**src/rtl/bound_pkg.sv**
```systemverilog
// Shared types for the flasher bar controller: FSM state and ramp mode.
package bound_pkg;

  typedef enum logic [1:0] {
    IDLE,
    UP,
    DOWN
  } state_t;

  typedef enum logic {
    ONESHOT,
    BOUNCE
  } mode_t;

endpackage

```
**src/rtl/therm_decoder.sv**
```systemverilog
// Thermometer decoder: out[i] is set for every i below the binary input value.
module therm_decoder #(
  parameter int unsigned N_OUT = 32,
  parameter int unsigned IN_W  = 6
) (
  input  logic [IN_W-1:0]  in,
  output logic [N_OUT-1:0] out
);

  for (genvar g = 0; g < N_OUT; g++) begin : g_bit
    assign out[g] = (in > IN_W'(g));
  end

endmodule

```
**src/rtl/bound_ramp_ctrl.sv**
```systemverilog
// LED bar ramp controller: steps the bar level toward a commanded bound once per
// prescaled tick, either once (one-shot) or oscillating between 0 and the bound.
module bound_ramp_ctrl #(
  parameter int unsigned N_LEDS = 32,
  parameter int unsigned LVL_W  = $clog2(N_LEDS + 1),
  parameter int unsigned DIV_W  = 16
) (
  input  logic              clk,
  input  logic              rst_n,
  input  logic              cmd_valid,
  output logic              cmd_ready,
  input  logic [LVL_W-1:0]  cmd_target,
  input  logic              cmd_bounce,
  input  logic [DIV_W-1:0]  cmd_div,
  input  logic              abort,
  output logic [N_LEDS-1:0] leds,
  output logic [LVL_W-1:0]  level,
  output logic              busy,
  output logic              done
);
  import bound_pkg::*;

  localparam logic [LVL_W-1:0] MaxLvl = LVL_W'(N_LEDS);

  state_t             state_q, state_d;
  mode_t              mode_q, mode_d;
  logic [LVL_W-1:0]   target_q, target_d;
  logic [DIV_W-1:0]   div_q, div_d;
  logic [DIV_W-1:0]   cnt_q, cnt_d;
  logic [LVL_W-1:0]   level_q, level_d;
  logic               done_q, done_d;

  logic [LVL_W-1:0]   cmd_tgt;
  mode_t              cmd_mode;
  logic [LVL_W-1:0]   level_inc, level_dec, floor_lvl;
  logic               tick;

  assign cmd_tgt   = (cmd_target > MaxLvl) ? MaxLvl : cmd_target;
  // A bounce toward 0 has nothing to bounce between, so it runs as a one-shot.
  assign cmd_mode  = (cmd_bounce && (cmd_tgt != '0)) ? BOUNCE : ONESHOT;
  assign level_inc = level_q + LVL_W'(1);
  assign level_dec = level_q - LVL_W'(1);
  assign floor_lvl = (mode_q == BOUNCE) ? '0 : target_q;
  assign tick      = (cnt_q == div_q);

  // State register
  always_ff @(posedge clk or negedge rst_n) begin
    if (!rst_n) begin
      state_q <= IDLE;
    end else begin
      state_q <= state_d;
    end
  end

  // Next-state logic
  always_comb begin
    state_d = state_q;
    if (abort) begin
      state_d = IDLE;
    end else begin
      unique case (state_q)
        IDLE: begin
          if (cmd_valid) begin
            if (cmd_tgt > level_q) begin
              state_d = UP;
            end else if (cmd_tgt < level_q) begin
              state_d = DOWN;
            end
          end
        end
        UP: begin
          if (tick && (level_inc == target_q)) begin
            state_d = (mode_q == BOUNCE) ? DOWN : IDLE;
          end
        end
        DOWN: begin
          if (tick && (level_dec == floor_lvl)) begin
            state_d = (mode_q == BOUNCE) ? UP : IDLE;
          end
        end
        default: state_d = IDLE;
      endcase
    end
  end

  // Outputs decoded from state
  always_comb begin
    cmd_ready = (state_q == IDLE) && !abort;
    busy      = (state_q != IDLE);
  end

  // Datapath: command latch, prescaler, level counter and done pulse
  always_comb begin
    mode_d   = mode_q;
    target_d = target_q;
    div_d    = div_q;
    cnt_d    = cnt_q;
    level_d  = level_q;
    done_d   = 1'b0;
    if (abort) begin
      cnt_d   = '0;
      level_d = '0;
    end else begin
      unique case (state_q)
        IDLE: begin
          if (cmd_valid) begin
            mode_d   = cmd_mode;
            target_d = cmd_tgt;
            div_d    = cmd_div;
            cnt_d    = '0;
            done_d   = (cmd_tgt == level_q);
          end
        end
        UP: begin
          if (tick) begin
            cnt_d   = '0;
            level_d = level_inc;
            done_d  = (level_inc == target_q) && (mode_q == ONESHOT);
          end else begin
            cnt_d = cnt_q + DIV_W'(1);
          end
        end
        DOWN: begin
          if (tick) begin
            cnt_d   = '0;
            level_d = level_dec;
            done_d  = (level_dec == floor_lvl);
          end else begin
            cnt_d = cnt_q + DIV_W'(1);
          end
        end
        default: ;
      endcase
    end
  end

  always_ff @(posedge clk or negedge rst_n) begin
    if (!rst_n) begin
      mode_q   <= ONESHOT;
      target_q <= '0;
      div_q    <= '0;
      cnt_q    <= '0;
      level_q  <= '0;
      done_q   <= 1'b0;
    end else begin
      mode_q   <= mode_d;
      target_q <= target_d;
      div_q    <= div_d;
      cnt_q    <= cnt_d;
      level_q  <= level_d;
      done_q   <= done_d;
    end
  end

  assign level = level_q;
  assign done  = done_q;

  therm_decoder #(
    .N_OUT (N_LEDS),
    .IN_W  (LVL_W)
  ) u_therm (
    .in  (level_q),
    .out (leds)
  );

endmodule

```
**config.mk**
```make
export PLATFORM = sky130hd
export DESIGN_NAME = bound_ramp_ctrl
export DESIGN_NICKNAME = d
export VERILOG_FILES = /design/src/rtl/bound_pkg.sv /design/src/rtl/therm_decoder.sv /design/src/rtl/bound_ramp_ctrl.sv
export SDC_FILE = /design/constraint.sdc
export NUM_CORES = 1
export LEC_CHECK = 0
export ABC_AREA = 1
export CORE_UTILIZATION = 45
export CTS_BUF_LIST = sky130_fd_sc_hd__clkbuf_16
export CTS_CLUSTER_SIZE = 24
export DETAILED_ROUTE_END_ITERATION = 7
export GPL_TIMING_DRIVEN = 0
export PLACE_DENSITY = 0.82
export SLEW_MARGIN = 20
export SYNTH_ARGS = -nofsm -noshare
export SYNTH_HDL_FRONTEND = slang
export SYNTH_SLANG_ARGS = --single-unit
export TNS_END_PERCENT = 20
```
**constraint.sdc**
```tcl
create_clock -name clk -period 3.15 [get_ports clk]
set_input_delay 0.63 -clock clk [delete_from_list [all_inputs] [get_ports clk]]
set_output_delay 0.63 -clock clk [all_outputs]
set_load 0.05 [all_outputs]
```
==> parameters.txt, run 1 <==
Parameter                              Value

Worst setup path
  Number of cells on the worst reg-to-reg path    16
  Crit path buffers/inverters    3
  Series of cell instances along the critical path    clkbuf_4 > clkinvlp_4 > ha_1 > o41ai_1 > dlygate4sd2_1
  Worst path top cell family by delay    buffers and inverters
  Nature of the critical path startpoint    flop
  Critical path endpoint category    output port
  CP peak stage delay    0.57 ns
  Arrival @ worst endpoint    between 2 and 2.5 ns
  Slack of the worst reg-to-reg path    0.62 ns
  Max stage delay cell, worst path    sky130_fd_sc_hd__dlygate4sd2_1
  Reg-to-Reg End    state_q[0]$_DFFE_PN0P_
  Type of the setup path with the least slack    flop to output port
  Crit Reg-Reg Startpoint    level[1]$_DFFE_PN0P_
  Req. time, crit path    2.52 ns
  Peak fanout along the critical path    9

Clock network
  Count of clock tree sinks    48
  Clock transition at the register clock pins on the worst setup and hold paths after CTS    0.06 ns
  Hold-fix buffers, CTS    0
  Total number of H-tree levels    2
  Clock network latency to the later pin of the worst-skew pair    ~0.29 ns
  Root buffer selected by CTS    sky130_fd_sc_hd__clkbuf_16
  CTS tree    done
  Number of buffers created by CTS    5
  Number of buffers on the longest clock path    2

Layout
  Share of post-route cells with drive strength above 1    11.2%
  Most common library cell in the layout ignoring fill and taps    sky130_fd_sc_hd__nand2_1
  Commonest cells after routing, fill and taps aside    sky130_fd_sc_hd__nand2_1, sky130_fd_sc_hd__inv_1, sky130_fd_sc_hd__nor2_1
  Number of fill cells    700
  Area growth, synth to finish    25.6%
  Antenna fix cells    0
  Number of nets in the final layout    648

Detailed routing
  Via count    about 3.7k
  Via/cell ratio    between 5 and 6
  Overall routed net length    9510 µm
  Number of DRC violations after detailed routing    0
  Drt first-iter violations    roughly 160
  Antenna violation net count after detailed routing    0
  Average wire length per cell after detail routing    13.4 µm
  1st-pass router iterations    5

Worst hold path
  Worst Hold Class    primary input to async pin

Die
  Die area    0.00828 mm²
  Std cell rows    32
  Placeable core region    0.00769 mm²
  Starting density of the core    46.4%
  Floorplan die width    roughly 90 µm
  Number of top-level pins    68
  Chip Height    91.0 µm

Placement
  Hpwl dp    between 7000 and 8000 µm
  PortBufs    66
  Placer's final routability congestion estimate    0.903

Timing
  Worst-case clock skew    0.00501 ns
  Slew at the pin with the worst max-slew slack    0.562 ns
  Final number of hold-violating endpoints    0
  Final-report setup violation count    0
  Setup TNS after final layout    0 ns
  Setup repair after global routing missed its margin    false
  Clock period minus worst slack    3.02 ns
  Period Utilization, post-route    95.9%
  Number of pins exceeding their max-slew limit in the final report    0
  Worst slew slack as a fraction of its limit    62.5%
  Maximum clock frequency    331 MHz

Pwr
  Power per Cell Area    1120 mW/mm²
  Maximum ir drop on the vdd rail    roughly 440 µV
  Final total power    5.00 mW
  LEAKAGE    2.25 nW

Yosys
  Flip-flop and latch count after synthesis    48
  Fraction of registers with async set or reset after synthesis    100%
  Post-synthesis net count    approximately 570
  EDFF count, synth    0
  Ys Warns    0
  Ranking of synthesized cells by area    sky130_fd_sc_hd__dfrtp_1, sky130_fd_sc_hd__nand2_1, sky130_fd_sc_hd__inv_1, sky130_fd_sc_hd__nor2_1, sky130_fd_sc_hd__ha_1
  Top FF cell, synth    sky130_fd_sc_hd__dfrtp_1
  Synthesized area divided by synthesized cell count    6.70 µm²
  Dominant cell type by area after synthesis    sky130_fd_sc_hd__dfrtp_1
  Library cells used by synthesis    41
  Seq/Total Area, Yosys    33.7%
  Post-synthesis cell area    0.00357 mm²
  Share of Yosys cell area claimed by the top area cell type    33.7%
  Synthesized instance count    around 530

Global route
  Number of antenna violations at the first check in global routing    0
  Maximum number of pins on one net before global-route repair    26
  Total global routing track utilization    between 20 and 25%
  Number of global-route vias before repair    3692
  Wire length of the first global-routing pass    16200 µm
  Grt ovf    0

Outcome
  Run status    finished clean

Job
  Max-cap violations    0
[synthesized netlist by cell type (4+ instances only)]
master,instances
sky130_fd_sc_hd__buf_2,7
sky130_fd_sc_hd__nor2_1,53
sky130_fd_sc_hd__nand3_1,37
sky130_fd_sc_hd__xnor2_1,12
sky130_fd_sc_hd__inv_1,66
sky130_fd_sc_hd__nand2_1,170
sky130_fd_sc_hd__dfrtp_1,48
sky130_fd_sc_hd__o21ai_0,35
sky130_fd_sc_hd__xor2_1,4
sky130_fd_sc_hd__nor2_4,4
sky130_fd_sc_hd__nand4_1,5
sky130_fd_sc_hd__ha_1,15
sky130_fd_sc_hd__nor2_2,6
sky130_fd_sc_hd__nand2_2,4
sky130_fd_sc_hd__a21oi_1,17
sky130_fd_sc_hd__inv_2,13
[cells by family (layout without fill, tap and decap cells)]
kind of cell	count (synthesis)	after routing	synth area share, %
XOR/XNOR	17	17	4.56
AND/OR/NAND/NOR	289	289	34.7
adder cells (fa/ha/maj)	15	15	5.26
flip-flops	48	48	33.7
AO/OA/AOI/OAI	69	69	11.2
buffers and inverters	94	168	10.5
[registers in the layout (all words and copies together), names as in the netlist]
name	flops
level	6
target_q	6
cnt_q	16
mode_q	1
div_q	16
done	1
state_q	2
[through the flow]
step	instance area (µm²)	hold WS (ns)	std cells	util (%)	setup slack, ns
after detailed placement	4380	0.485	701	56.9	-0.124
after CTS	4510	0.354	708	58.7	0.00413
final	4480	0.329	708	58.3	0.129
after global routing	4480	0.379	708	58.3	0.0193
after floorplan	3570	0.334	532	-	-0.524
after global placement	4360	0.478	700	56.7	-0.0997
[what timing repair did]
item	in CTS	in global routing
setup buffers	0	0
resized for setup	39	20
endpoints found under the setup margin	17	20
[cell type report]
| class | count | area, µm² | area share (%) |
|---|---|---|---|
| Inverter | 81 | 310 | 6.93 |
| Clock buffer | 5 | 125 | 2.79 |
| Sequential cell | 48 | 1200 | 26.8 |
| Buffer | 13 | 72.6 | 1.62 |
| Tap cell | 102 | 128 | 2.85 |
| Multi-Input combinational cell | 390 | 2000 | 44.6 |
| Clock inverter | 2 | 7.51 | 0.168 |
| Timing Repair Buffer | 67 | 638 | 14.2 |
[worst max-delay path by stage]
stage                         startpoint  endpoint  slack (ns)  cells after the start
floorplan           level[0]$_DFFE_PN0P_  leds[30]       -0.52                      4
global route        level[4]$_DFFE_PN0P_  leds[14]        0.02                      7
global placement    level[0]$_DFFE_PN0P_   leds[9]        -0.1                      7
CTS                 level[0]$_DFFE_PN0P_   leds[9]       0.004                      7
finish              level[0]$_DFFE_PN0P_  leds[30]        0.13                      5
detailed placement  level[0]$_DFFE_PN0P_   leds[9]       -0.12                      7
[power breakdown]
group          internal (mW)  switching, mW  total, mW  leakage, nW
sequential             0.796          0.171      0.967        0.630
clock                  0.284          0.218      0.502       0.0648
combinational           1.03           2.49       3.53         1.56
total                   2.11           2.88       5.00         2.25
[routing by layer]
layer | wire length [µm] | part of all wire [%] | vias to the layer above | GRT usage, %
met5 | 0 | 0 | - | 0
met4 | 352 | 3.7 | 0 | 12.2
met3 | 527 | 5.5 | 35 | 3.85
met2 | 4790 | 50 | 152 | 43.0
met1 | 3840 | 40 | 1701 | 28.1
li1 | - | - | 1811 | -
Power figures use the tool's default switching activity.
==> inputs of run 2 (changes only) <==
- MAX_ROUTING_LAYER: not set -> met4
==> run 2 against run 1 <==
Effect of this change:
- worst hold slack worse by 0.0049 ns
- combinational power hardly changed
- sequential cell count stayed put
==> parameters.txt, run 2 (same netlist as run 1, synthesis figures left out) <==
Parameter                              Value

Layout
  Commonest cells after routing, fill and taps aside    sky130_fd_sc_hd__nand2_1, sky130_fd_sc_hd__inv_1, sky130_fd_sc_hd__nor2_1
  Area growth, synth to finish    27.3%
  Antenna fix cells    0
  Most common library cell in the layout ignoring fill and taps    sky130_fd_sc_hd__nand2_1
  Area occupied by multi-input gates    ~0.0020 mm²
  Number of fill cells    709
  Share of post-route cells with drive strength above 1    10.0%
  Area taken by flip-flops and latches    approximately 0.0012 mm²
  Number of nets in the final layout    between 600 and 700
  Largest registers    cnt_q (16), div_q (16)
  Cell Count, Final, Fillers Out    709

Timing
  Worst slew slack as a fraction of its limit    62.4%
  Setup repair after global routing missed its margin    true
  Clock period minus worst slack    3.05 ns
  Worst-case clock skew    ~0.0074 ns
  Period Utilization, post-route    96.9%
  Final-report setup violation count    0
  Worst hold margin    about 0.32 ns
  Slew at the pin with the worst max-slew slack    0.564 ns
  Maximum clock frequency    328 MHz
  Number of pins exceeding their max-slew limit in the final report    0
  Final setup margin    0.0978 ns
  Final number of hold-violating endpoints    0

Placement
  Hpwl dp    between 7000 and 8000 µm
  Cell count after placement    701
  Placer's final routability congestion estimate    0.945
  Dpl ws    -0.131 ns
  PortBufs    66

Worst setup path
  Max stage delay cell, worst path    sky130_fd_sc_hd__clkdlybuf4s15_1
  Crit path buffers/inverters    3
  Number of cells on the worst reg-to-reg path    16
  Logic depth of the worst setup path including buffers    5
  Nature of the critical path startpoint    flop
  Worst path top cell family by delay    buffers and inverters
  Launch point of the critical path    level[0]$_DFFE_PN0P_
  Critical path endpoint category    output port
  Peak fanout along the critical path    9
  Series of cell instances along the critical path    buf_2 > clkinv_2 > ha_1 > o41ai_2 > clkdlybuf4s15_1
  Req. time, crit path    2.52 ns
  CP peak stage delay    0.54 ns
  Arrival @ worst endpoint    2.42 ns
  Crit Reg-Reg Startpoint    level[1]$_DFFE_PN0P_
  Type of the setup path with the least slack    flop to output port

Outcome
  Run status    finished clean

Detailed routing
  Number of DRC violations after detailed routing    0
  Via/cell ratio    5.15
  Antenna violation net count after detailed routing    0
  Metal2 WL    between 4000 and 5000 µm
  Overall routed net length    9310 µm
  1st-pass router iterations    4
  Drt first-iter violations    approximately 160
  Average wire length per cell after detail routing    13.1 µm
  Via count    about 3.6k
  Met1 wire length    approximately 3800 µm
  Top sig layer    met4
  Routed met3 length    about 500 µm

Pwr
  Power per Cell Area    1120 mW/mm²
  LEAKAGE    2.30 nW
  Maximum ir drop on the vdd rail    431 µV

Clock network
  Hold-fix buffers, CTS    0
  Number of buffers created by CTS    5
  Number of buffers on the longest clock path    2
  Root buffer selected by CTS    sky130_fd_sc_hd__clkbuf_16
  Post-CTS Setup Repair Bufs    0
  CTS tree    done
  Total number of H-tree levels    2
  Clock transition at the register clock pins on the worst setup and hold paths after CTS    0.07 ns
  Clock network latency to the later pin of the worst-skew pair    0.29 ns
  Count of clock tree sinks    48

Die
  Floorplan die width    91.0 µm
  Placeable core region    about 0.0077 mm²
  Chip Height    91.0 µm
  Std cell rows    32
  Number of top-level pins    68
  Die area    0.00828 mm²
  Starting density of the core    between 40% and 50%

Global route
  Total global routing track utilization    24.6%
  Wire length of the first global-routing pass    16100 µm
  Number of antenna violations at the first check in global routing    0
  Maximum number of pins on one net before global-route repair    26
  Grt ovf    0
  Number of global-route vias before repair    between 3k and 4k

Worst hold path
  Worst Hold Class    primary input to async pin

Job
  Max-cap violations    0
-- run 2: per-layer routing --
layer / vias to the layer above / global-route usage, %
met4: 0 / 10.6
met3: 28 / 3.77
met1: 1655 / 27.9
met2: 136 / 43.2
li1: 1830 / -
met5: - / -
-- run 2: timing repair --
action	in CTS	in global routing
endpoints found under the hold margin	0	0
endpoints found under the setup margin	17	11
pin swaps	0	0
gates resized for setup	25	12
-- run 2: where the power goes --
group	total, mW	internal (mW)	switching, mW
clock	0.604	0.373	0.231
sequential	0.962	0.796	0.166
combinational	3.53	1.06	2.47
total	5.09	2.23	2.86
-- run 2: final cells by class --
type                       instances  share of cell area (%)
multi-input combinational        390                    44.0
buffer                            13                    1.54
tap                              102                    2.81
inverter                          81                    6.78
timing repair buffer              67                    14.7
clock inverter                     3                   0.937
clock buffer                       5                    2.76
sequential                        48                    26.5
-- run 2: worst paths after layout --
kind	to	slack, ns
hold / removal	state_q[1]$_DFFE_PN0P_	0.32
setup reg to reg	state_q[1]$_DFFE_PN0P_	0.69
max in group asynchronous	target_q[3]$_DFFE_PN0P_	2.29
min in group clk	div_q[10]$_DFFE_PN0P_	0.50
setup / recovery	leds[29]	0.1
hold reg to reg	div_q[10]$_DFFE_PN0P_	0.50
-- run 2: per-stage QoR --
stage               cell area [µm²]  total power [mW]  setup TNS [ns]  util, %
floorplan                      3570              3.51           -1.23        -
global placement               4360              4.52          -0.347     56.7
detailed placement             4380              4.58          -0.471     56.9
CTS                            4530              5.09               0     59.0
global route                   4540              5.46         -0.0653     59.1
finish                         4540              5.09               0     59.1
==> patch 1 (settings of run 1) <==
Change the parameter `N_LEDS` from 32 to 64.
--- a/src/rtl/bound_ramp_ctrl.sv
+++ b/src/rtl/bound_ramp_ctrl.sv
@@ -2,5 +2,5 @@
 // prescaled tick, either once (one-shot) or oscillating between 0 and the bound.
 module bound_ramp_ctrl #(
-  parameter int unsigned N_LEDS = 32,
+  parameter int unsigned N_LEDS = 64,
   parameter int unsigned LVL_W  = $clog2(N_LEDS + 1),
   parameter int unsigned DIV_W  = 16
Ports: changed (resized cmd_target, leds and level); port bits go from 68 to 102. The function was not compared with the original's and may differ.
==> patch 1 against run 1 <==
Worst setup slack improved by 0.00061 ns; synthesized area rose by 13%; cell count rose by 16%; power rose by 20%; sequential power rose by 5%; count of clock-buffer cells in the layout did not move; die area rose by 13%; routed wire length rose by 29%; cell area rose by 19%; sequential cell count rose by 2; non-clock buffer count rose by 37; critical path type unchanged; largest power group unchanged.
==> patch 1: results (changes against run 1) <==
Hold_ws -> 0.290 ns (was 0.329 ns)
Reg-to-reg endpoint -> state_q[1]$_DFFE_PN0P_ (was state_q[0]$_DFFE_PN0P_)
Crit path max-delay family -> buffers and inverters (unchanged)
Switch Pwr -> 0.00361 W (was 0.00288 W)
Seq pwr -> 0.00102 W (was 0.000967 W)
Max FO, Critical Path -> 10 (was 9)
Area occupied by multi-input gates -> 0.00242 sq mm (was 0.00200 sq mm)
VDD IR-drop max -> 0.650 mV (was 0.442 mV)
Fillcell total -> 821 (was 700)
Max incr delay on CP -> 0.56 ns
Status -> complete, no violations (unchanged)
Clk pwr -> 0.000542 W (was 0.000502 W)
Post-layout worst setup margin -> 0.129 ns (about the same)
R2R setup slack -> 0.81 ns (was 0.62 ns)
Vias in the first global route -> 4427 (was 3692)
Pleak -> 2.80 nW (was 2.25 nW)
Top cells by area, synth -> dfrtp_1 (31%), nand2_1 (17%), inv_1 (6.7%) (was dfrtp_1 (34%), nand2_1 (18%), inv_1 (6.9%))
Post-DP HPWL -> 9740 microns (was 7470 microns)
WL per Instance -> 14.9 microns (was 13.4 microns)
Syn nets -> 650 (was 574)
End point of the critical path -> leds[20] (was leds[30])
Placed cell area -> 0.00521 sq mm (was 0.00438 sq mm)
Signal buf overhead -> 19.9% (was 15.9%)
CTS clock-pin slew for the worst setup and hold paths -> 0.07 ns
Place WS -> -0.0438 ns (was -0.124 ns)
Final setup fails -> 0 (unchanged)
Port Buffer Count -> 101 (was 66)
Fin area -> 0.00533 sq mm (was 0.00448 sq mm)
Num CTS Buffers -> 5 (unchanged)
Inverters -> 82 (was 81)
Via density -> 5.52 (was 5.22)
#MultiIn Comb -> 458 (was 390)
PostCTS Resize Cnt -> 40 (was 39)
Share of cells above drive strength 1 -> 9.51% (was 11.2%)
Clock-cell share -> 2.73% (was 2.96%)
First-pass GRT wire length -> 20400 microns (was 16200 microns)
Max_slew headroom -> 64.8% (was 62.5%)
Register area share after synthesis -> 31.1% (was 33.7%)
Netlist cell types -> 46 (was 41)
CP arrival -> 2.39 ns (about the same)
Violation count after the first detailed-routing iteration -> 232 (was 161)
Clock skew -> 0.00338 ns (was 0.00501 ns)
Via Count -> 4547 (was 3699)
Nets@finish -> 759 (was 648)
Clock sink total -> 50 (was 48)
Final core utilization -> 61.4% (was 58.3%)
Placed Cells -> 815 (was 701)
Initial antenna violation count -> 0 (unchanged)
Post-synth top cells -> nand2_1 (178), inv_1 (72), nor2_1 (59) (was nand2_1 (170), inv_1 (66), nor2_1 (53))
Reg2reg path depth -> 11 (was 16)
Syn Area/Cell -> 6.66 sq um (was 6.70 sq um)
Clk Latency, worst-skew pair -> 0.29 ns (about the same)
GRT Overall Usage -> 26.4% (was 24.2%)
RePlAce Congestion -> 0.915 (was 0.903)
Crit-path slowest cell -> dlygate4sd2_1 (unchanged)
Area occupied by registers -> 0.00125 sq mm (was 0.00120 sq mm)
Reg2Reg Launch Point -> level[6]$_DFFE_PN0P_ (was level[1]$_DFFE_PN0P_)
Nonclk buf count -> 117 (was 80)
Sequential fraction of design power -> 17.0% (was 19.3%)
Largest net degree at the start of global routing -> 31 (was 26)
## patch 1: cell count changes in the layout (fill, tap and decap cells not counted), sizes merged, moves of 5 or more
| cell | run 1 | this run |
|---|---|---|
| dlygate4sd2 | 4 | 24 |
| o21ai | 37 | 56 |
| dlymetal6s2s | 1 | 12 |
| nand2 | 174 | 185 |
| clkbuf | 14 | 22 |
| o21a | 0 | 7 |
| a22oi | 0 | 6 |
| a21boi | 0 | 5 |
| buf | 14 | 9 |
| nand4 | 5 | 10 |
| nor2 | 63 | 68 |
## patch 1: cells by family after synthesis
group                    after synthesis  share of synthesized area [%]
flip-flops                            50                           31.1
AND/OR/NAND/NOR                      313                           33.7
AO/OA/AOI/OAI                        114                           17.4
buffers and inverters                 97                           9.54
XOR/XNOR                              14                           3.04
adder cells (fa/ha/maj)               17                           5.28
## patch 1: per-layer routing
layer / track usage [%] / part of all wire (%)
met2: 46.1 / 50
met4: 12.7 / 3.0
met5: 0 / 0
met1: 31.5 / 41
met3: 4.48 / 6.2
==> patch 2 (flow settings as in run 1) <==
Made on the original files. Reset style: synchronous (`rst_n`), changed in 2 clocked blocks.
--- a/src/rtl/bound_ramp_ctrl.sv
+++ b/src/rtl/bound_ramp_ctrl.sv
@@ -45,5 +45,5 @@
 
   // State register
-  always_ff @(posedge clk or negedge rst_n) begin
+  always_ff @(posedge clk) begin
     if (!rst_n) begin
       state_q <= IDLE;
@@ -135,5 +135,5 @@
   end
 
-  always_ff @(posedge clk or negedge rst_n) begin
+  always_ff @(posedge clk) begin
     if (!rst_n) begin
       mode_q   <= ONESHOT;
Formal check against the unedited RTL: differs if rst_n is asserted again (counterexample within 4 cycles, from zero or initial values and one cycle with rst_n low); with rst_n held inactive, the same outputs for 4 cycles.
==> patch 2 against run 1 <==
Worst setup slack better by 0.0041 ns; worst hold slack better by 0.14 ns; die area is 1.2% higher; sequential cell count stayed put; routed wire length is 10% higher; synthesized cell count is 11% higher; cell area is 2.6% higher; maximum frequency is 0.14% higher; synthesized area is 1.2% higher; largest cell class unchanged.
Power is not compared: it rests on default switching activity, and its combinational part moved more than twofold at a synthesized area within 25%.
==> patch 2: results (changes against run 1) <==
Status -> complete, no violations (unchanged)
Clk root buf -> clkbuf_16 (unchanged)
Hold Path Stages -> 2
Initial antenna violation count -> 0 (unchanged)
Drc violations -> 0 (unchanged)
Post-DP HPWL -> 8070 microns (was 7470 microns)
First-pass GRT wire length -> 17300 microns (was 16200 microns)
Num CTS Buffers -> 5 (unchanged)
VDD IR-drop max -> 0.281 mV
Post-synth top cells -> nand2_1 (155), inv_1 (86), nor2_1 (66) (was nand2_1 (170), inv_1 (66), nor2_1 (53))
Worst hold path type -> flip-flop to flip-flop (was input port to async pin)
Largest net degree at the start of global routing -> 15 (was 26)
Reg2reg path depth -> 16 (unchanged)
Top cells by area, synth -> dfxtp_1 (27%), nand2_1 (16%), inv_1 (8.9%) (was dfrtp_1 (34%), nand2_1 (18%), inv_1 (6.9%))
YS warnings -> 0 (unchanged)
Via Count -> 4081 (was 3699)
Violation count after the first detailed-routing iteration -> 355 (was 161)
First-pass DRT Iterations -> 5 (unchanged)
Syn nets -> 630 (was 574)
Clock skew -> 0.00364 ns (was 0.00501 ns)
GRT Overall Usage -> 25.5% (was 24.2%)
Worst slew pin tran -> 0.640 ns (was 0.562 ns)
Asr flop ratio synth -> 0% (was 100%)
Final setup fails -> 0 (unchanged)
Ant. Diodes -> 0 (unchanged)
Clk Latency, worst-skew pair -> 0.29 ns (about the same)
Port Buffer Count -> 67 (was 66)
WL final -> 10500 microns (was 9510 microns)
RePlAce Congestion -> 0.905 (was 0.903)
Place WS -> 0.0328 ns (was -0.124 ns)
Internal Power -> 0.00124 W
Register area share after synthesis -> 26.6% (was 33.7%)
Post-CTS setup buffers -> 0 (unchanged)
Netlist cell types -> 41 (unchanged)
Max Buffers Root-to-Sink -> 2 (unchanged)
Nets@finish -> 704 (was 648)
Vias in the first global route -> 3781 (was 3692)
CTS clock-pin slew for the worst setup and hold paths -> 0.06 ns (about the same)
H-tree levels -> 2 (unchanged)
Biggest regs -> cnt_q x16, div_q x16 (unchanged)
Max FO, Critical Path -> 11 (was 9)
Share of cells above drive strength 1 -> 7.85% (was 11.2%)
CP arrival -> 2.39 ns (about the same)
Pleak -> 2.23 nW
## patch 2: cell count changes after synthesis, sizes merged, moves of 10 or more
cell	change
a21oi	+19
nor2	+12
dfrtp	-48
inv	+13
dfxtp	+48
nand2	-10
o21ai	+14
## patch 2: final cells by class
class / instances / area, sq um
Clock buffer: 5 / 125
Clock inverter: 2 / 60.1
Multi-Input combinational cell: 428 / 2200
Sequential cell: 48 / 961
Buffer: 18 / 110
Tap cell: 102 / 128
Fill cell: 714 / 3130
Timing Repair Buffer: 67 / 663
Inverter: 94 / 353
## patch 2: power by group through the flow
stage	clock [W]	combinational (W)	sequential, W
detailed placement	0	0.000428	0.000680
global route	0.000710	0.000483	0.000671
CTS	0.000685	0.000433	0.000667
global placement	0	0.000417	0.000678
floorplan	0	0.000293	0.000676
finish	0.000682	0.000440	0.000667
## patch 2: routing by layer
layer  track usage [%]  wire (microns)  share of wire [%]
met5                 0               0                  0
met4              7.01             160                1.5
met3              4.36             800                7.6
met2              42.2            4910                 47
met1              33.9            4630                 44
## patch 2: cells by family (layout without fill, tap and decap cells)
| logic type | count (synthesis) | in the layout | synth area share (%) |
|---|---|---|---|
| buffers and inverters | 112 | 186 | 12.8 |
| and+or+nand+nor | 295 | 295 | 36.1 |
| xor gates and xnor gates | 9 | 9 | 2.18 |
| adders and majority gates | 15 | 15 | 5.20 |
| DFF | 48 | 48 | 26.6 |
| AOI/OAI and AO/OA | 109 | 109 | 17.1 |
## patch 2: worst paths after layout
kind | start | end | slack, ns
max reg2reg | level[0]$_SDFFE_PP0P_ | state_q[1]$_SDFFE_PP0P_ | 0.77
max | level[0]$_SDFFE_PP0P_ | leds[9] | 0.13
min reg2reg | div_q[1]$_SDFFE_PN0P_ | div_q[1]$_SDFFE_PN0P_ | 0.47
min | div_q[1]$_SDFFE_PN0P_ | div_q[1]$_SDFFE_PN0P_ | 0.47
## patch 2: stage by stage
stage | cell area (sq um) | utilization (%) | cells | hold slack (ns)
CTS | 4590 | 59.4 | 764 | 0.473
global placement | 4420 | 57.2 | 757 | 0.455
finish | 4600 | 59.5 | 764 | 0.473
global route | 4600 | 59.5 | 764 | 0.501
detailed placement | 4420 | 57.2 | 757 | 0.463
floorplan | 3620 | - | 588 | 0.443
## patch 2: repair_timing
| action | in CTS | in global routing |
|---|---|---|
| pin swaps | 0 | 0 |
| hold buffers | 0 | 0 |
| setup endpoints to repair | 11 | 8 |
| gates resized for setup | 11 | 11 |
## patch 2: worst max-delay path, cell delays in order, from the launching register on
cell and delay, ns:
dfxtp_1 0.56, inv_2 0.11, buf_6 0.17, ha_1 0.30, nand2_2 0.18, nand2_1 0.09, o21ai_0 0.15, dlygate4sd2_1 0.54
